`src/rtl/btn_debounce.sv`:
```
// Push-button conditioner: two-flop synchronizer, debounce FSM, press/release pulses and press counter.
// Define BTN_LONG_PRESS_EN to build the hold timer and long_press output; otherwise long_press is tied low.
module btn_debounce #(
  parameter int DEBOUNCE_CYCLES = 4,
  parameter int LONG_CYCLES     = 16
) (
  input  logic       clk,
  input  logic       rst,
  input  logic       nbtn,
  output logic       btn_level,
  output logic       press_pulse,
  output logic       release_pulse,
  output logic       long_press,
  output logic [3:0] press_count
);

  typedef enum logic [1:0] {IDLE, PRESS_DB, PRESSED, RELEASE_DB} state_t;

  // The sample taken in IDLE/PRESSED that starts a debounce window counts as the
  // first stable sample, so the debounce states only need DEBOUNCE_CYCLES-1 more.
  localparam bit         SINGLE  = (DEBOUNCE_CYCLES <= 1);
  localparam logic [7:0] DB_LAST = 8'(SINGLE ? 0 : DEBOUNCE_CYCLES - 2);

  state_t     state, state_nxt;
  logic       meta_btn, sync_btn;
  logic [7:0] db_cnt, db_cnt_nxt;
  logic       level_nxt, press_nxt, release_nxt;
  logic [3:0] count_nxt;

  // Synchronizer: invert so that 1 means pressed from here on
  always_ff @(posedge clk or posedge rst) begin
    if (rst) begin
      meta_btn <= 1'b0;
      sync_btn <= 1'b0;
    end else begin
      meta_btn <= ~nbtn;
      sync_btn <= meta_btn;
    end
  end

  // FSM state and registered outputs
  always_ff @(posedge clk or posedge rst) begin
    if (rst) begin
      state         <= IDLE;
      db_cnt        <= 8'd0;
      btn_level     <= 1'b0;
      press_pulse   <= 1'b0;
      release_pulse <= 1'b0;
      press_count   <= 4'd0;
    end else begin
      state         <= state_nxt;
      db_cnt        <= db_cnt_nxt;
      btn_level     <= level_nxt;
      press_pulse   <= press_nxt;
      release_pulse <= release_nxt;
      press_count   <= count_nxt;
    end
  end

  always_comb begin
    state_nxt   = state;
    db_cnt_nxt  = db_cnt;
    level_nxt   = btn_level;
    press_nxt   = 1'b0;
    release_nxt = 1'b0;
    count_nxt   = press_count;
    case (state)
      IDLE: begin
        if (sync_btn) begin
          db_cnt_nxt = 8'd0;
          if (SINGLE) begin
            state_nxt = PRESSED;
            level_nxt = 1'b1;
            press_nxt = 1'b1;
            count_nxt = press_count + 4'd1;
          end else begin
            state_nxt = PRESS_DB;
          end
        end
      end
      PRESS_DB: begin
        if (!sync_btn) begin
          state_nxt  = IDLE;
          db_cnt_nxt = 8'd0;
        end else if (db_cnt == DB_LAST) begin
          state_nxt  = PRESSED;
          db_cnt_nxt = 8'd0;
          level_nxt  = 1'b1;
          press_nxt  = 1'b1;
          count_nxt  = press_count + 4'd1;
        end else begin
          db_cnt_nxt = db_cnt + 8'd1;
        end
      end
      PRESSED: begin
        if (!sync_btn) begin
          db_cnt_nxt = 8'd0;
          if (SINGLE) begin
            state_nxt   = IDLE;
            level_nxt   = 1'b0;
            release_nxt = 1'b1;
          end else begin
            state_nxt = RELEASE_DB;
          end
        end
      end
      RELEASE_DB: begin
        if (sync_btn) begin
          state_nxt  = PRESSED;
          db_cnt_nxt = 8'd0;
        end else if (db_cnt == DB_LAST) begin
          state_nxt   = IDLE;
          db_cnt_nxt  = 8'd0;
          level_nxt   = 1'b0;
          release_nxt = 1'b1;
        end else begin
          db_cnt_nxt = db_cnt + 8'd1;
        end
      end
      default: begin
        state_nxt  = IDLE;
        db_cnt_nxt = 8'd0;
      end
    endcase
  end

`ifdef BTN_LONG_PRESS_EN
  localparam logic [15:0] HOLD_LAST = 16'(LONG_CYCLES - 1);

  logic [15:0] hold;

  // Hold timer runs only in PRESSED and is frozen across release bounces
  always_ff @(posedge clk or posedge rst) begin
    if (rst) begin
      hold       <= 16'd0;
      long_press <= 1'b0;
    end else begin
      if (press_nxt)
        hold <= 16'd0;
      else if (state == PRESSED && hold != 16'hFFFF)
        hold <= hold + 16'd1;

      if (release_nxt)
        long_press <= 1'b0;
      else if (state == PRESSED && hold >= HOLD_LAST)
        long_press <= 1'b1;
    end
  end
`else
  assign long_press = 1'b0;
`endif

endmodule

```
`config.mk`:
```
export PLATFORM = sky130hd
export DESIGN_NAME = btn_debounce
export DESIGN_NICKNAME = d
export VERILOG_FILES = /design/src/rtl/btn_debounce.sv
export SDC_FILE = /design/constraint.sdc
export NUM_CORES = 1
export LEC_CHECK = 0
export ABC_AREA = 1
export CORE_MARGIN = 2
export CORE_UTILIZATION = 53
export DETAILED_ROUTE_END_ITERATION = 8
export GPL_TIMING_DRIVEN = 0
export PLACE_DENSITY_LB_ADDON = 0.25
export SKIP_CTS_REPAIR_TIMING = 1
export SLEW_MARGIN = 20
export SYNTH_ARGS = -nofsm -noshare
export SYNTH_HDL_FRONTEND = slang
export SYNTH_SLANG_ARGS = --single-unit
```
`constraint.sdc`:
```
create_clock -name clk -period 1.7 [get_ports clk]
set_input_delay 0.51 -clock clk [delete_from_list [all_inputs] [get_ports clk]]
set_output_delay 0.51 -clock clk [all_outputs]
set_load 0.02 [all_outputs]
```
* Word-level counts from Yosys, hierarchy flattened *
Cells that the tools add are included.

operators by class
  reductions and logical operators = 6
  bitwise logic cells = 1
  $add $sub $neg = 2
  equality and inequality tests = 12
  muxes and demuxes = 23

operators with widths
  cell                 count
  $mux 8               5
  $pmux 8 s4           1
  $mux 2               6
  $ne 2x2->1 const B   6
  $mux 1               9
  $add 8x1->8 const B  1
  $eq 8x2->1 const B   1
  $pmux 2 s4           1
  $ne 3x3->1 const B   2
  $reduce_and 5->1     1
  $add 4x1->4 const B  1
  $eq 2x2->1 const B   2
  $reduce_and 4->1     1
  $reduce_and 3->1     1
  $eq 2x1->1 const B   1
  $logic_not 2->1      1
  $pmux 1 s2           1
  $reduce_and 2->1     1
  $reduce_bool 2->1    1
  $not 1->1            1

word-level totals
  register bits after elaboration = 19

* Depth between registers and ports, before layout *
  depth in word-level cells = 4
  mapped depth = 9

* Least setup slack after synthesis *
Ideal clock, no wire load.

  kind = flip-flop to flip-flop
  start point = reg db_cnt[0]
  end point = reg press_count[0]
  stages on the path, launching flop included = 7
  library setup time = 0.131 ns
  data arrival time = 1.099 ns
  path slack = 0.470 ns
  buffers on the path = 0
  cells stage by stage = dfrtp_1 > inv_1 > ha_1 > nand3_1 > nor2_4 > nand2_4 > xnor2_1

on the way
  longest elaborated chain between the ends = 2

ends and longest elaborated chain
  what                        line  source
  from (decl)                 26    logic [7:0] db_cnt, db_cnt_nxt;
  from (signal assigned)      52    db_cnt <= db_cnt_nxt;
  $eq 8x2->1                  85    end else if (db_cnt == DB_LAST) begin
  $reduce_and 3->1 (no line)  --
  to (signal assigned)        56    press_count <= count_nxt;
  to (decl)                   14    output logic [3:0] press_count

Every way passes these cells.
A chain may end at the register's enable or synchronous reset.

* Worst setup path after layout *
  start point = reg press_count[0]
  end point = out press_count[0]

No word-level cell between the ends.

==> out/metrics.csv <==
stage;metric;value;unit
run_status;status;completed;
cts;Clk Latency, worst-skew pair;0.30;ns
pwr;peak supply drop;0.802;mV
sta;worst hold slack;0.366;ns
cells_and_area;Area Overhead vs Synth;16.9;%
synthesis;Synth Warn #;0;
setup_path;CP startpoint kind;flop;
place;Area after DPL;1100;sq um
place;DP Wirelength;1250;microns
detailed_routing;routed wire length;1680;microns
grt;largest net degree at the start of global routing;20;
setup_path;Crit Path Max Fanout;4;
flow_run;max-cap viol count;0;
sta;Final WS setup;0.223;ns
grt;global route total overflow;0;
synthesis;post-synthesis cell type count;21;
cts;CTS max path bufs;2;
sta;clk_skew;0.00306;ns
cells_and_area;Ant. Diodes;0;
place;I/O Buffers;9;
cts;CTS tree;yes;
grt;vias in the first global route;680;
cells_and_area;share of cells above drive strength 1;0.0902;
cells_and_area;fin area;1140;sq um
die;Ports;11;
setup_path;Cell Chain, Critical Path;dlymetal6s2s_1;
place;Final GP Congestion;0.829;
detailed_routing;Routed Antenna Nets;0;
die;core area;1730;sq um
setup_path;slowest CP cell;dfrtp_1;
setup_path;cell family with most CP delay;flip-flops;
cts;H-tree levels;1;
cts;CTS buffer count;3;
grt;gr usage total;0.189;
die;row count;15;
synthesis;Syn Nets;126;
setup_path;critical path endpoint category;output port;
place;dpl cells;154;
sta;RSZ-0062 raised after global routing;false;
sta;f_max;677;MHz
pwr;Tot Pwr;1.29;mW
synthesis;register area share after synthesis;0.487;
detailed_routing;DRT iter0 DRCs;27;
cells_and_area;filler instances;160;
sta;worst rel slew slack;0.541;
sta;Final setup viols;0;
cells_and_area;register area;475;sq um
synthesis;Synth Cell Area;976;sq um
detailed_routing;vias per inst;4.87;
grt;initial antenna violation count;0;
sta;Fin Setup TNS;0;ns
setup_path;WP data arrival;0.97;ns
sta;Slew @ Worst Pin;0.687;ns
sta;Min Clock Period, post-route;1.48;ns
cts;Clock Tree Root;clkbuf_4;
synthesis;Avg Cell Area, Syn;8.13;sq um
cells_and_area;Final Util;0.661;
die;DIE AREA;2200;sq um
detailed_routing;DR pass1 iterations;5;
detailed_routing;Remaining DRCs;0;
cells_and_area;area of the multi-input gates;427;sq um
cts;clk sinks;19;
die;initial core utilization;0.565;
cells_and_area;Nets;140;
detailed_routing;vias;770;
setup_path;CP Buf/Inv Count;1;
cells_and_area;most frequent cells in the layout;39 x nand2_1, 19 x dfrtp_1, 15 x inv_1;
grt;first-pass GRT wire length;2880;microns
place;dpl ws;0.172;ns
setup_path;Crit Path Class;reg2out;
setup_path;slowest cell delay on critical path;0.42;ns
pwr;Pwr Density;1130;nW/um^2
die;Die X;46.9;microns
die;Die Y;46.9;microns
detailed_routing;WL/cell;10.6;microns
sta;Final Hold Viols;0;
hold_path;Hold Crit Class;reg2reg;
sta;final slew viol count;0;
setup_path;worst path required time;1.19;ns
sta;Tcrit/Tclk final;0.869;
synthesis;Yosys reg bits;19;
synthesis;Post-Synthesis Cells;120;
cts;Clk pin slew, worst setup/hold paths;0.10;ns
cells_and_area;Post-Layout Cell Count;158;
cells_and_area;commonest non-fill, non-tap cell in the layout;nand2_1;
pwr;Leakage;0.697;nW
## report_power, final
| group | switching, mW | internal (mW) | leakage, nW | total, mW |
|---|---|---|---|---|
| sequential | 0.0816 | 0.529 | 0.253 | 0.610 |
| combinational | 0.277 | 0.174 | 0.429 | 0.451 |
| clock | 0.136 | 0.0914 | 0.0150 | 0.228 |
| total | 0.495 | 0.795 | 0.697 | 1.29 |
## layout make-up
| class | count | area share |
|---|---|---|
| flip-flops and latches | 19 | 0.417 |
| multi-input cells | 83 | 0.374 |
| repair buffers | 9 | 0.0943 |
| inverters | 17 | 0.0581 |
| well taps | 25 | 0.0274 |
| clock buffers | 4 | 0.0230 |
| plain buffers | 1 | 0.00658 |
## cells in the mapped netlist
cell | instances | area [sq um]
inv_1 | 15 | 56.3
buf_4 | 1 | 7.51
a21oi_1 | 1 | 5.00
dfrtp_1 | 19 | 475
xor2_1 | 1 | 8.76
nand2_2 | 1 | 6.26
o21ai_1 | 3 | 15.0
nand3_1 | 11 | 55.1
nor2_4 | 1 | 11.3
o22ai_1 | 2 | 12.5
nor2_2 | 2 | 12.5
conb_1 | 1 | 3.75
nor2_1 | 8 | 30.0
xnor2_1 | 4 | 35.0
nand2_4 | 2 | 22.5
o21ai_0 | 3 | 15.0
mux2i_1 | 1 | 10.0
nand2_1 | 39 | 146
inv_2 | 1 | 3.75
inv_4 | 1 | 6.26
ha_1 | 3 | 37.5
## state kept, by name, summed over array words and instances, names as in the netlist, named ones only
| register | count |
|---|---|
| db_cnt | 8 |
| meta_btn | 1 |
| press_pulse | 1 |
| release_pulse | 1 |
| state | 1 |
| btn_level | 1 |
| press_count | 4 |
| sync_btn | 1 |
## final timing paths
kind	from	slack, ns	end	cells after the start
hold / removal	meta_btn	0.37	sync_btn	0
setup / recovery	press_count[0]	0.22	press_count[0]	1
min in group asynchronous	rst	0.60	db_cnt[3]	2
setup reg to reg	db_cnt[0]	0.36	flop	9
hold reg to reg	meta_btn	0.37	sync_btn	0
max in group asynchronous	rst	0.66	btn_level	2
## metal layers
metal / GRT usage / up-vias / part of all wire
met5: 0 / - / 0
met3: 0.0462 / 4 / 0.032
met1: 0.254 / 353 / 0.48
li1: - / 397 / -
met2: 0.282 / 16 / 0.47
met4: 0.100 / 0 / 0.015
## cells by family after synthesis
family | after synthesis | synth area share
DFF | 19 | 0.487
buffers and inverters | 18 | 0.0756
muxes | 1 | 0.0103
adders and majority gates | 3 | 0.0385
AOI/OAI and AO/OA | 9 | 0.0487
other | 1 | 0.00384
xor gates and xnor gates | 5 | 0.0449
and+or+nand+nor | 64 | 0.291
## worst reg2reg max path: stages, from the launching register on
cell     delay [ns]
dfrtp_1        0.43
inv_1          0.09
ha_1           0.17
nand2_1        0.06
nor2_1         0.13
nand2_2        0.09
nand2_4        0.11
nand2_1        0.06
nand2_1        0.06
nand2_1        0.05
Power figures use the tool's default switching activity.
